===== config.mk =====
export PLATFORM = sky130hd
export DESIGN_NAME = multicycle_sequencer
export DESIGN_NICKNAME = d
export VERILOG_FILES = /design/src/rtl/seq_pkg.sv /design/src/rtl/seq_wait_timer.sv /design/src/rtl/multicycle_sequencer.sv
export SDC_FILE = /design/constraint.sdc
export NUM_CORES = 1
export LEC_CHECK = 0
export BUFFER_PORTS_ARGS = -buffer_cell sky130_fd_sc_hd__buf_2
export CAP_MARGIN = 20
export CORE_ASPECT_RATIO = 2
export CORE_MARGIN = 2
export CORE_UTILIZATION = 40
export CTS_CLUSTER_SIZE = 20
export DETAILED_ROUTE_END_ITERATION = 8
export PLACE_DENSITY = 0.72
export SKIP_CTS_REPAIR_TIMING = 1
export SYNTH_ARGS = -nofsm -noshare
export SYNTH_HDL_FRONTEND = slang
export SYNTH_SLANG_ARGS = --single-unit

===== constraint.sdc =====
create_clock -name clk -period 2.4 [get_ports clk]
set_input_delay 0.36 -clock clk [delete_from_list [all_inputs] [get_ports clk]]
set_output_delay 0.36 -clock clk [all_outputs]
set_load 0.05 [all_outputs]

===== src/rtl/seq_pkg.sv =====
`default_nettype none
// ============================================================================
// Module   : seq_pkg
// Purpose  : Shared types and helpers for the multicycle sequencer.
// Revision : 1.0 - initial release
// ============================================================================
package seq_pkg;

    typedef enum logic [3:0] {
        ST_IDLE   = 4'd0,
        ST_FETCH  = 4'd1,
        ST_DECODE = 4'd2,
        ST_EVAL   = 4'd3,
        ST_REGRD  = 4'd4,
        ST_EXEC   = 4'd5,
        ST_MEM    = 4'd6,
        ST_WB     = 4'd7,
        ST_PCUPD  = 4'd8,
        ST_HALT   = 4'd9,
        ST_FAULT  = 4'd10
    } seq_state_t;

    typedef enum logic [1:0] {
        CLS_NONE   = 2'd0,
        CLS_ALU    = 2'd1,
        CLS_MEM    = 2'd2,
        CLS_BRANCH = 2'd3
    } instr_class_t;

    // Counter must be able to hold the value TIMEOUT itself.
    function automatic int timeout_width(input int timeout);
        return (timeout < 1) ? 1 : $clog2(timeout + 1);
    endfunction

    function automatic instr_class_t encode_class(input logic alu,
                                                  input logic mem,
                                                  input logic branch);
        if (alu)
            return CLS_ALU;
        else if (mem)
            return CLS_MEM;
        else if (branch)
            return CLS_BRANCH;
        else
            return CLS_NONE;
    endfunction

endpackage
`default_nettype wire


===== src/rtl/seq_wait_timer.sv =====
`default_nettype none
// ============================================================================
// Module   : seq_wait_timer
// Purpose  : Ready-handshake wait counter with bounded timeout.
// Revision : 1.0 - initial release
// ============================================================================
module seq_wait_timer
    import seq_pkg::*;
#(
    parameter int TIMEOUT = 15
) (
    input  logic clk,
    input  logic rst_n,
    input  logic clear,
    input  logic wait_req,
    input  logic ready,
    output logic expired
);

    localparam int               CNT_W = timeout_width(TIMEOUT);
    localparam logic [CNT_W-1:0] LIMIT = CNT_W'(TIMEOUT);
    localparam logic [CNT_W-1:0] LAST  = CNT_W'(TIMEOUT - 1);

    logic [CNT_W-1:0] cnt_q;
    logic [CNT_W-1:0] cnt_d;
    logic             w_not_ready;

    assign w_not_ready = wait_req && !ready;

    always_comb begin
        cnt_d = cnt_q;
        if (clear)
            cnt_d = '0;
        else if (w_not_ready && (cnt_q != LIMIT))
            cnt_d = cnt_q + CNT_W'(1);
    end

    always_ff @(posedge clk or negedge rst_n) begin
        if (!rst_n)
            cnt_q <= '0;
        else
            cnt_q <= cnt_d;
    end

    // Asserted on the not-ready cycle that brings the count up to TIMEOUT.
    assign expired = w_not_ready && (cnt_q == LAST);

endmodule
`default_nettype wire


===== src/rtl/multicycle_sequencer.sv =====
`default_nettype none
// ============================================================================
// Module   : multicycle_sequencer
// Purpose  : Multi-cycle phase sequencer with program counter and ready
//            handshakes. Optional SEQ_PERF_CNT_EN adds cycle/retired counters.
// Revision : 1.0 - initial release
// ============================================================================
module multicycle_sequencer
    import seq_pkg::*;
#(
    parameter int              PC_W     = 32,
    parameter logic [PC_W-1:0] RESET_PC = '0,
    parameter int              TIMEOUT  = 15
) (
    input  logic            clk,
    input  logic            rst_n,
    input  logic            start,
    input  logic            rom_ready,
    input  logic            ram_ready,
    input  logic            dec_done,
    input  logic            dec_alu,
    input  logic            dec_mem,
    input  logic            dec_branch,
    input  logic            dec_setcond,
    input  logic            cond_pass,
    input  logic [PC_W-1:0] branch_target,
    output logic            en_fetch,
    output logic            en_decode,
    output logic            en_eval,
    output logic            en_regrd,
    output logic            en_exec,
    output logic            en_mem,
    output logic            en_wb,
    output logic            mem_we,
    output logic [PC_W-1:0] pc,
    output logic            busy,
    output logic            done,
`ifdef SEQ_PERF_CNT_EN
    output logic [31:0]     cycle_cnt,
    output logic [31:0]     retired_cnt,
`endif
    output logic            fault
);

    seq_state_t   state_q, state_d;
    logic [PC_W-1:0] pc_q, pc_d;
    instr_class_t class_q, class_d;
    logic         nowb_q, nowb_d;
    logic         cond_q, cond_d;

    logic w_start_ok;
    logic w_in_wait;
    logic w_ready;
    logic w_expired;

    assign w_start_ok = start && !busy;
    assign w_in_wait  = (state_q == ST_FETCH) || (state_q == ST_MEM);
    assign w_ready    = (state_q == ST_FETCH) ? rom_ready : ram_ready;

    seq_wait_timer #(
        .TIMEOUT (TIMEOUT)
    ) u_wait_timer (
        .clk      (clk),
        .rst_n    (rst_n),
        .clear    (!w_in_wait),
        .wait_req (w_in_wait),
        .ready    (w_ready),
        .expired  (w_expired)
    );

    // State register
    always_ff @(posedge clk or negedge rst_n) begin
        if (!rst_n)
            state_q <= ST_IDLE;
        else
            state_q <= state_d;
    end

    // Next-state logic
    always_comb begin
        state_d = state_q;
        case (state_q)
            ST_IDLE, ST_HALT, ST_FAULT: begin
                if (w_start_ok)
                    state_d = ST_FETCH;
            end
            ST_FETCH: begin
                if (rom_ready)
                    state_d = ST_DECODE;
                else if (w_expired)
                    state_d = ST_FAULT;
            end
            ST_DECODE: state_d = dec_done ? ST_HALT : ST_EVAL;
            ST_EVAL:   state_d = cond_pass ? ST_REGRD : ST_PCUPD;
            ST_REGRD: begin
                case (class_q)
                    CLS_ALU: state_d = ST_EXEC;
                    CLS_MEM: state_d = ST_MEM;
                    default: state_d = ST_PCUPD;
                endcase
            end
            ST_EXEC: state_d = nowb_q ? ST_PCUPD : ST_WB;
            ST_MEM: begin
                if (ram_ready)
                    state_d = nowb_q ? ST_PCUPD : ST_WB;
                else if (w_expired)
                    state_d = ST_FAULT;
            end
            ST_WB:    state_d = ST_PCUPD;
            ST_PCUPD: state_d = ST_FETCH;
            default:  state_d = ST_IDLE;
        endcase
    end

    // Per-instruction context and program counter. For a memory op the
    // "no register write" flag distinguishes a store from a load.
    always_comb begin
        pc_d    = pc_q;
        class_d = class_q;
        nowb_d  = nowb_q;
        cond_d  = cond_q;
        case (state_q)
            ST_IDLE, ST_HALT, ST_FAULT: begin
                if (w_start_ok)
                    pc_d = RESET_PC;
            end
            ST_DECODE: begin
                class_d = encode_class(dec_alu, dec_mem, dec_branch);
                nowb_d  = dec_setcond;
            end
            ST_EVAL: cond_d = cond_pass;
            ST_PCUPD: begin
                if ((class_q == CLS_BRANCH) && cond_q)
                    pc_d = branch_target;
                else
                    pc_d = pc_q + PC_W'(1);
            end
            default: ;
        endcase
    end

    always_ff @(posedge clk or negedge rst_n) begin
        if (!rst_n) begin
            pc_q    <= RESET_PC;
            class_q <= CLS_NONE;
            nowb_q  <= 1'b0;
            cond_q  <= 1'b0;
        end else begin
            pc_q    <= pc_d;
            class_q <= class_d;
            nowb_q  <= nowb_d;
            cond_q  <= cond_d;
        end
    end

    // Output decode of the registered state
    always_comb begin
        en_fetch  = 1'b0;
        en_decode = 1'b0;
        en_eval   = 1'b0;
        en_regrd  = 1'b0;
        en_exec   = 1'b0;
        en_mem    = 1'b0;
        en_wb     = 1'b0;
        mem_we    = 1'b0;
        busy      = 1'b0;
        done      = 1'b0;
        fault     = 1'b0;
        case (state_q)
            ST_FETCH:  begin en_fetch  = 1'b1; busy = 1'b1; end
            ST_DECODE: begin en_decode = 1'b1; busy = 1'b1; end
            ST_EVAL:   begin en_eval   = 1'b1; busy = 1'b1; end
            ST_REGRD:  begin en_regrd  = 1'b1; busy = 1'b1; end
            ST_EXEC:   begin en_exec   = 1'b1; busy = 1'b1; end
            ST_MEM:    begin en_mem    = 1'b1; mem_we = nowb_q; busy = 1'b1; end
            ST_WB:     begin en_wb     = 1'b1; busy = 1'b1; end
            ST_PCUPD:  busy  = 1'b1;
            ST_HALT:   done  = 1'b1;
            ST_FAULT:  fault = 1'b1;
            default: ;
        endcase
    end

    assign pc = pc_q;

`ifdef SEQ_PERF_CNT_EN
    logic [31:0] cycle_cnt_q, cycle_cnt_d;
    logic [31:0] retired_cnt_q, retired_cnt_d;

    always_comb begin
        cycle_cnt_d   = cycle_cnt_q;
        retired_cnt_d = retired_cnt_q;
        if (w_start_ok) begin
            cycle_cnt_d   = '0;
            retired_cnt_d = '0;
        end else begin
            if (busy && (cycle_cnt_q != '1))
                cycle_cnt_d = cycle_cnt_q + 32'd1;
            if ((state_q == ST_PCUPD) && (retired_cnt_q != '1))
                retired_cnt_d = retired_cnt_q + 32'd1;
        end
    end

    always_ff @(posedge clk or negedge rst_n) begin
        if (!rst_n) begin
            cycle_cnt_q   <= '0;
            retired_cnt_q <= '0;
        end else begin
            cycle_cnt_q   <= cycle_cnt_d;
            retired_cnt_q <= retired_cnt_d;
        end
    end

    assign cycle_cnt   = cycle_cnt_q;
    assign retired_cnt = retired_cnt_q;
`endif

endmodule
`default_nettype wire

### Word level (Yosys, flattened, before mapping)

Index checks and enable logic that the tools add are counted.

* output and inout port bits: 43
* input bits: 43
* register bits after elaboration: 44
* logic and storage cells: 67

* reduce and logical (&&, ||, !) cells: 13
* mux-type cells: 29
* equal/unequal tests: 17
* add/sub/neg operators: 2

Operators with widths (count)
* 32-bit 2-to-1 mux: 2
* 32-bit one-hot mux with 2 select lines: 1
* 4-bit 2-to-1 mux: 9
* 4-bit one-hot mux with 9 select lines: 1
* 32-bit by 1-bit adder with 32-bit output (second input constant): 1
* 4-bit by 3-bit == test with 1-bit output (second input constant): 4
* 4-bit == test (second input constant): 4
* 1-bit 2-to-1 mux: 12
* 4-bit by 2-bit == test with 1-bit output (second input constant): 2
* 4-bit one-hot mux with 2 select lines: 1
* 8-bit OR reduction: 1
* 2-bit 2-to-1 mux: 3
* 1-bit logical AND: 5
* 4-bit by 1-bit adder with 4-bit output (second input constant): 1
* 2-bit == test (second input constant): 2
* 4-bit by 1-bit == test with 1-bit output (second input constant): 1
* 4-bit zero test: 1
* 2-bit != test (second input constant): 2
* 4-bit != test (second input constant): 1
* 3-bit OR reduction: 1
* 2-bit by 1-bit == test with 1-bit output (second input constant): 1
* 1-bit zero test: 2
* 2-bit AND reduction: 1
* 2-bit nonzero test: 1
* 1-bit logical OR: 1

### Longest topological paths before layout

Gate-level depths: netlist of run 1.

* word-level depth: 8
* depth in mapped cells: 8
* depth with buffers taken out: 7

### Hierarchy

A second synthesis of run 1 with hierarchy kept.

* cells, all modules: 365
* area, all modules: 3049.2 um^2

By module, submodules not included
* multicycle_sequencer: area an instance 2801.4 um^2, sequential area each 1001.0 um^2, cells an instance 340, instances 1
* seq_wait_timer: area an instance 247.7 um^2, sequential area each 100.1 um^2, cells an instance 25, instances 1

### Least setup slack after synthesis of run 1

OpenSTA, ideal clock, no wires.

* kind: register to register
* start: reg state_q[1]
* end: reg cond_q
* period minus slack after synthesis: 2.537 ns
* arrival time: 2.412 ns
* path slack: -0.137 ns
* cell stages (with the launch flop): 6
* buffers on the path: 2
* setup time: 0.125 ns
* required time: 2.275 ns
* cell sequence: dfrtp_1 > buf_2 > clkbuf_1 > nand2_1 > nor3_1 > mux2_2

* word-level cells in the longest chain between the ends: 1

RTL lines
* start: declaration: line multicycle_sequencer.sv:45 `seq_state_t state_q, state_d;`
* start signal: assignment: line multicycle_sequencer.sv:76 `state_q <= state_d;`
* 4-bit by 2-bit == test with 1-bit output: line multicycle_sequencer.sv:122 `case (state_q)`
* end signal: assignment: line multicycle_sequencer.sv:152 `cond_q <= cond_d;`
* end: declaration: line multicycle_sequencer.sv:49 `logic cond_q, cond_d;`

Every way passes these cells.
A chain may end at the register's enable or synchronous reset.

### Worst setup path in the final report of run 1

* start: reg state_q[0]
* end: out en_decode

* word-level cells in the longest chain between the ends: 2

RTL lines
* 4-bit by 2-bit == test with 1-bit output: line multicycle_sequencer.sv:169 `case (state_q)`
* 1-bit 2-to-1 mux: line multicycle_sequencer.sv:169
* end: declaration: line multicycle_sequencer.sv:28 `output logic en_decode,`

Every way passes these cells.

==> results of run 1 <==
[cells in the mapped netlist (all sizes together), types with 4 or more instances]
| cell | n | area share [%] |
|---|---|---|
| and2 | 5 | 1.0 |
| dfrtp | 44 | 36 |
| nand2 | 34 | 4.1 |
| inv | 10 | 1.2 |
| nor2b | 4 | 0.81 |
| a22oi | 11 | 2.7 |
| nor4 | 8 | 2.8 |
| ha | 6 | 2.4 |
| nand4 | 12 | 3.3 |
| o211ai | 5 | 1.4 |
| buf | 10 | 1.9 |
| nand3 | 25 | 4.0 |
| xor2 | 5 | 1.4 |
| a21oi | 21 | 3.4 |
| nand2b | 6 | 1.5 |
| nor2 | 34 | 4.5 |
| clkbuf | 14 | 1.7 |
| a31oi | 11 | 2.2 |
| o21ai | 53 | 8.6 |
| nor3 | 13 | 2.1 |
| and3 | 8 | 1.6 |
[cell families after synthesis]
kind of cell | after synthesis | share of synthesized area [%]
AND/OR/NAND/NOR | 164 | 29.7
AO/OA/AOI/OAI | 120 | 23.6
flip-flops | 44 | 35.6
buffers and inverters | 34 | 4.86
XOR/XNOR | 6 | 1.70
multiplexers | 6 | 2.06
adder cells (fa/ha/maj) | 6 | 2.43
[power by group through the flow]
stage,sequential [W],combinational (W),clock (W)
final,0.00103,0.00152,0.000754
after global routing,0.00106,0.00165,0.000797
after CTS,0.00103,0.00152,0.000775
after detailed placement,0.00104,0.00152,0
after global placement,0.00103,0.00149,0
after floorplan,0.00115,0.000979,0
[metal layers]
metal  up-vias  share of wire, %
li1       1574                 -
met1      1562                37
met2       116                54
met3        25               4.6
met4         0               4.1
met5         -                 0
[path summary, 6_finish.rpt]
kind	endpoint	start	cells after the start
setup / recovery	en_decode	state_q[0]	5
setup reg to reg	pc[3]	state_q[1]	6
max in group asynchronous	state_q[1]	rst_n	2
min in group clk	nowb_q	dec_setcond	3
hold / removal	pc[1]	rst_n	1
hold reg to reg	pc[29]	pc[29]	1
[worst register-to-register path: cells and delay by family, from the launching register on]
kind            cells  cell delay, ns
flops               1            0.49
buf+inv             2            0.49
simple gates        1            0.47
compound gates      3            0.45
[flip-flops by register name, indices dropped and copies added, names as in the netlist]
name                flops
pc                     32
class_q                 2
nowb_q                  1
u_wait_timer.cnt_q      4
state_q                 4
cond_q                  1
[cell type report]
type                    instances  area [um2]
fillers                       746        3710
multi-input cells             302        1860
flip-flops and latches         44        1100
repair buffers                102         566
clock buffers                   5         125
well taps                      94         118
inverters                      10        37.5
clock inverters                 1        30.0
[through the flow]
step,hold WS (ns),setup WS [ns],area (um2)
6_report,0.0693,0.244,3830
5_1_grt,0.0984,0.155,3830
4_1_cts,0.0757,0.230,3830
3_5_place_dp,0.387,0.395,3680
3_3_place_gp,0.375,0.394,3680
2_1_floorplan,0.0644,0.0772,3100
==> impl_metrics.json, run 1 <==
{
  "p_clk_share_pct": 22.8,
  "peakVddDrop_uv": 713,
  "synthCells": 380,
  "status": "completed",
  "ant_nets": 0,
  "synth_seq_cells": 44,
  "rsz0062_at_grt": "false",
  "final_common_cell": "buf_2",
  "cts_buffer_depth": 2,
  "worstSetupStartpointType": "register",
  "intPower_w": 0.00182,
  "grt.met3_usage_pct": 2.80,
  "cp_num_buf_inv": 3,
  "ys.flop_type": "dfrtp_1",
  "critPathMaxStageDelay_ns": 0.47,
  "yosys_warnings": 0,
  "grt_max_degree": 33,
  "overflow": 0,
  "dp_cells": 552,
  "synth_edf_count": 0,
  "clk_pin_slew_ns": 0.06,
  "tns_ns": 0,
  "skew_ns": 0.00613,
  "path_cells": "buf_4 -> nor2b_1 -> nand2_1 -> inv_1 -> buf_2",
  "cp.required_ns": 2.04,
  "busiest_layer": "met2",
  "slew_headroom_pct": 60.7,
  "hold_viol": 0,
  "place_hpwl_um": 6910,
  "final_cell_mix": "85 x buf_2, 44 x dfrtp_1, 34 x nand2_1, 32 x o21ai_1, 31 x nor2_1",
  "start_util_pct": 41.0,
  "async_flop_share_pct": 100,
  "grt_usage_pct": 22.2,
  "dieArea_um2": 8490,
  "worstHoldPathType": "in -> async",
  "syn_nets": 429,
  "seq_power_share_pct": 31.2,
  "cts-buffers-inserted": 5,
  "via_count": 3277,
  "firstDrtPassIters": 4,
  "antenna_found_initial": 0,
  "root_buffer": "clkbuf_16",
  "grt_pass1_wl_um": 14700,
  "clock_latency_ns": 0.29,
  "row_count": 45,
  "period_minus_slack_ns": 2.16,
  "dr.first_iter.drc_count": 168,
  "worstMarginPinSlew_ns": 0.589,
  "total_power_w": 0.00331,
  "critPathTopFamily": "buffers and inverters",
  "combPwrFrac_pct": 46.1,
  "route.detailed.drc": 0,
  "cts_sinks": 44,
  "p_sw_w": 0.00149,
  "crit_fanout": 17,
  "syn_area_um2": 3090,
  "cp_slowest_cell": "dfrtp_1",
  "setup_viol": 0,
  "ios": 86,
  "synthToLayoutAreaGrowth_pct": 24.0,
  "leakage_nw": 1.79,
  "cp-end-kind": "output port",
  "met1_usage_pct": 23.8,
  "fin_crit_sh_pct": 89.8,
  "maxCapViolCount": 0,
  "synth_cell_type_count": 61,
  "reg2reg_slack_ns": 0.38,
  "postSynthAreaPerCell_um2": 8.14,
  "h-tree-depth": 2,
  "coreArea_um2": 7540,
  "fmax_mhz": 464,
  "synth_seq_area_share_pct": 35.6,
  "vias_per_cell": 5.87,
  "grt_pass1_vias": 3169,
  "critPathArrivalTime_ns": 1.80,
  "cts_tree": "yes",
  "gr-usage-met2_pct": 40.2,
  "p_per_area_nw_per_um2": 863,
  "nets": 514,
  "die_h_um": 128,
  "final_cells": 558,
  "crit_type": "reg -> out",
  "post-route-util_pct": 50.8,
  "globalplace.congestion": 0.997,
  "drt-total-wl_um": 9200,
  "p_sw_share_pct": 45.1,
  "antennaDiodeCount": 0,
  "die_w_um": 66.2,
  "portBuffers": 85,
  "drive_above_1_share_pct": 26.9,
  "wl_per_cell_um": 16.5,
  "slew_violations": 0
}
No activity file was read; power rests on OpenSTA's default activity.
==> run 2: changes to the inputs <==
- HOLD_SLACK_MARGIN: not set -> 0.02
- SYNTH_HIERARCHICAL: not set -> 1
==> impl_metrics.json, run 2 <==
{
  "status": "completed",
  "n_fill_cell": 737,
  "route.detailed.drc": 0,
  "synth.most_common_cell": "dfrtp_1",
  "post-route-util_pct": 51.8,
  "placed_cell_area_um2": 3740,
  "fmax_mhz": 437,
  "postLayoutCellArea_um2": 3880,
  "ios": 86,
  "antennaDiodeCount": 0,
  "crit_fanout": 15,
  "vias_per_cell": 5.79,
  "place_hpwl_um": 6360,
  "root_buffer": "clkbuf_16",
  "grt_usage_pct": 21.8,
  "syn_nets": 414,
  "ys.flop_type": "dfrtp_1",
  "final_cell_mix": "85 x buf_2, 43 x dfrtp_1, 42 x o21ai_0, 35 x nand2_1, 25 x nor2_1",
  "cts_tree": "yes",
  "firstDrtPassIters": 4,
  "synth_cell_type_count": 62,
  "leakage_nw": 1.75,
  "hold_ws_ns": 0.156,
  "async_flop_share_pct": 100,
  "grt_pass1_vias": 3021,
  "maxCapViolCount": 0,
  "cp-end-kind": "output port",
  "p_per_area_nw_per_um2": 888,
  "synthToLayoutAreaGrowth_pct": 27.1,
  "reg2reg_slack_ns": 0.24,
  "fin_crit_sh_pct": 95.4,
  "yosysTopAreaCellShare_pct": 36.1,
  "row_count": 45,
  "crit_type": "reg -> out",
  "yosys_warnings": 6,
  "nets": 508,
  "cts_sinks": 44,
  "wl_per_cell_um": 15.7,
  "die_h_um": 127,
  "antenna_found_initial": 0,
  "synth_seq_cells": 44,
  "cts_buffer_depth": 2,
  "period_minus_slack_ns": 2.29,
  "yosysTopAreaCell": "dfrtp_1",
  "drt-total-wl_um": 8700,
  "rsz0062_at_grt": "false",
  "setup_viol": 0,
  "critPathArrivalTime_ns": 1.93,
  "hold_viol": 0,
  "ant_nets": 0,
  "clock_latency_ns": 0.29,
  "synthTopCellsByCount": "44 x dfrtp_1, 42 x o21ai_0, 35 x nand2_1",
  "start_util_pct": 40.7,
  "largest_reg_flops": 32,
  "synth_seq_area_share_pct": 36.1,
  "worstSetupStartpointType": "register",
  "ys_top_cells_by_area": "dfrtp_1 36%, o21ai_0 6.9%, nand2_1 4.3%",
  "cp.required_ns": 2.04,
  "synth_edf_count": 0,
  "worstMarginPinSlew_ns": 0.792,
  "via_count": 3200,
  "dieArea_um2": 8380,
  "portBuffers": 85,
  "syn_area_um2": 3050,
  "dr.first_iter.drc_count": 226,
  "die_w_um": 65.7,
  "tns_ns": 0,
  "worstHoldPathType": "in -> async",
  "rr_worst_depth": 5,
  "grt_pass1_wl_um": 14600,
  "clk_pin_slew_ns": 0.06,
  "cts-buffers-inserted": 5,
  "drive_above_1_share_pct": 30.3,
  "overflow": 0,
  "slew_headroom_pct": 47.2,
  "slew_violations": 0,
  "peakVddDrop_uv": 768,
  "skew_ns": 0.00499,
  "grt_max_degree": 37,
  "coreArea_um2": 7490,
  "synthCells": 365,
  "final_common_cell": "buf_2",
  "h-tree-depth": 2,
  "postSynthAreaPerCell_um2": 8.35,
  "globalplace.congestion": 0.898
}
-- run 2: critical path, stage by stage (launching register included) --
cell	delay [ns]
dfrtp_1	0.70
nand2b_1	0.17
buf_4	0.19
nor3_2	0.25
buf_2	0.33
-- run 2: per-layer routing --
| layer | vias to the layer above | GRT usage (%) | share of wire [%] |
|---|---|---|---|
| li1 | 1571 | - | - |
| met1 | 1496 | 28.9 | 42 |
| met2 | 117 | 35.1 | 49 |
| met3 | 16 | 3.35 | 6.9 |
| met4 | 0 | 8.95 | 2.3 |
| met5 | - | 0 | 0 |
-- run 2: logic make-up after synthesis --
group           Yosys count  share of synthesized area [%]
compound gates          112                           23.4
xor+xnor                  7                           2.01
fa+ha+maj                 6                           2.46
buf+inv                  32                           4.06
flops                    44                           36.1
mux                       9                           3.32
simple gates            155                           28.6
-- run 2: cell type report --
cell class	count	area [um2]	area share, %
well taps	94	118	3.03
inverters	14	52.6	1.36
clock buffers	5	125	3.23
flip-flops and latches	44	1100	28.4
multi-input cells	289	1880	48.5
repair buffers	105	588	15.2
clock inverters	2	12.5	0.323
-- run 2: per-stage QoR --
| stage | total power, W | worst slack, ns | cells |
|---|---|---|---|
| floorplan | 0.00225 | -0.0675 | 365 |
| global placement | 0.00277 | 0.292 | 546 |
| detailed placement | 0.00278 | 0.255 | 546 |
| CTS | 0.00346 | 0.150 | 553 |
| global route | 0.00366 | 0.0184 | 553 |
| finish | 0.00344 | 0.112 | 553 |
-- run 2: path summary, 6_finish.rpt --
kind / to / start
min in group clk: pc[31] / branch_target[31]
min reg2reg: cond_q / cond_q
max in group asynchronous: class_q[0] / rst_n
max reg2reg: pc[30] / pc[8]
max: en_regrd / state_q[2]
min: state_q[3] / rst_n
-- run 2: power breakdown --
group	switching, W	internal (W)	total (W)	leakage (nW)
clock network	0.000289	0.000378	0.000667	0.0657
registers	0.000200	0.000869	0.00107	0.599
logic	0.00112	0.000587	0.00171	1.09
total	0.00161	0.00183	0.00344	1.75
==> run 3: changes to the inputs <==
- ABC_AREA: not set -> 1
- PLACE_DENSITY: 0.72 -> 0.71
==> impl_metrics.json, run 3 <==
{
  "status": "completed",
  "dp_cells": 737,
  "final_common_cell": "nand2_1",
  "cts_sinks": 44,
  "yosysTopAreaCell": "dfrtp_1",
  "start_util_pct": 40.7,
  "grt_pass1_wl_um": 17100,
  "post-route-util_pct": 49.0,
  "final_cell_mix": "187 x nand2_1, 114 x nor2_1, 85 x buf_2, 64 x inv_1",
  "die_w_um": 68.7,
  "grt_usage_pct": 24.5,
  "globalplace.congestion": 0.910,
  "drt-total-wl_um": 10400,
  "worstHoldPathType": "in -> async",
  "cp-end-kind": "register",
  "fin_crit_sh_pct": 86.5,
  "period_minus_slack_ns": 2.08,
  "grt_max_degree": 23,
  "root_buffer": "clkbuf_16",
  "cts_buffer_depth": 2,
  "postSynthAreaPerCell_um2": 5.99,
  "setup_viol": 0,
  "synth_seq_cells": 44,
  "clock_latency_ns": 0.29,
  "firstDrtPassIters": 5,
  "critPathArrivalTime_ns": 2.30,
  "async_flop_share_pct": 100,
  "leakage_nw": 2.16,
  "synthCells": 559,
  "synth_seq_area_share_pct": 32.9,
  "coreArea_um2": 8230,
  "wl_per_cell_um": 14.0,
  "overflow": 0,
  "rsz0062_at_grt": "false",
  "cts_tree": "yes",
  "ys_top_cells_by_area": "dfrtp_1 33%, nand2_1 21%, nor2_1 13%",
  "largest_reg_flops": 32,
  "dr.first_iter.drc_count": 179,
  "synth_edf_count": 0,
  "total_power_w": 0.00470,
  "peakVddDrop_uv": 589,
  "fmax_mhz": 482,
  "synth_cell_type_count": 31,
  "skew_ns": 0.00562,
  "crit_type": "reg -> reg",
  "portBuffers": 85,
  "grt_pass1_vias": 3795,
  "synth.most_common_cell": "nand2_1",
  "final_cells": 744,
  "ys.flop_type": "dfrtp_1",
  "yosys_warnings": 6,
  "vias_per_cell": 5.10,
  "tns_ns": 0,
  "via_count": 3798,
  "synthTopCellsByCount": "188 x nand2_1, 116 x nor2_1, 64 x inv_1",
  "antennaDiodeCount": 0,
  "die_h_um": 133,
  "ant_nets": 0,
  "clk_pin_slew_ns": 0.06,
  "maxCapViolCount": 0,
  "cp.required_ns": 2.63,
  "antenna_found_initial": 0,
  "route.detailed.drc": 0,
  "worstMarginPinSlew_ns": 0.536,
  "hold_ws_ns": 0.0442,
  "hold_viol": 0,
  "drive_above_1_share_pct": 18.1,
  "p_per_area_nw_per_um2": 1170,
  "h-tree-depth": 2,
  "place_hpwl_um": 8310,
  "dieArea_um2": 9170,
  "syn_area_um2": 3350,
  "crit_fanout": 6,
  "ios": 86,
  "row_count": 47,
  "syn_nets": 608,
  "synthToLayoutAreaGrowth_pct": 20.4,
  "slew_violations": 0,
  "nets": 695,
  "worstSetupStartpointType": "register",
  "yosysTopAreaCellShare_pct": 32.9,
  "cts-buffers-inserted": 5,
  "slew_headroom_pct": 64.2
}
==> run 3: cell type report <==
type	instances	area [um2]
sequential	44	1100
timing repair buffer	91	470
clock buffer	6	129
clock inverter	1	5.00
tap	98	123
inverter	68	259
multi-input combinational	436	1940
fill	895	4200
==> run 3: per-stage QoR <==
stage               instance area (um2)  setup WS [ns]
finish                             4030          0.324
global route                       4030          0.161
CTS                                4030          0.370
detailed placement                 3900          0.407
global placement                   3900          0.474
floorplan                          3350          0.107
==> run 3: where the power goes <==
part           internal (W)  total (W)  switching [W]
registers           0.00101    0.00140       0.000392
clock network      0.000379   0.000675       0.000295
logic              0.000679    0.00262        0.00194
==> run 3: cells by family (layout without fill, tap and decap cells) <==
family	Yosys count	in the layout	share of synthesized area, %
XOR/XNOR	8	8	2.09
buffers and inverters	79	166	9.30
adder cells (fa/ha/maj)	6	6	2.24
AND/OR/NAND/NOR	372	372	45.3
flip-flops	44	44	32.9
AO/OA/AOI/OAI	50	50	8.14
==> run 3: metal layers <==
metal  vias up  GRT usage (%)  wire [um]
met1      1745           25.5       3750
met4         0           12.6        447
met2       117           44.8       5750
met5         -              0          0
met3        27           3.29        485
li1       1909              -          -
==> run 3: worst paths after layout <==
kind	depth (start not counted)	end	slack (ns)	start
setup / recovery	12	state_q[1]	0.32	state_q[3]
max in group asynchronous	2	u_wait_timer/cnt_q[0]	1.76	rst_n
setup reg to reg	12	state_q[1]	0.32	state_q[3]
min in group clk	3	nowb_q	0.28	dec_setcond
hold / removal	1	class_q[0]	0.04	rst_n
hold reg to reg	1	cond_q	0.53	cond_q
==> run 3: critical path, stage by stage, from the launching register on <==
cell     delay, ns
dfrtp_1       0.40
inv_1         0.13
nand2_1       0.14
nor2_2        0.27
nor2_1        0.11
inv_1         0.06
inv_1         0.04
nor3_1        0.41
or2_2         0.19
o21ai_0       0.06
o21ai_0       0.07
a21oi_1       0.06
nand4_1       0.08
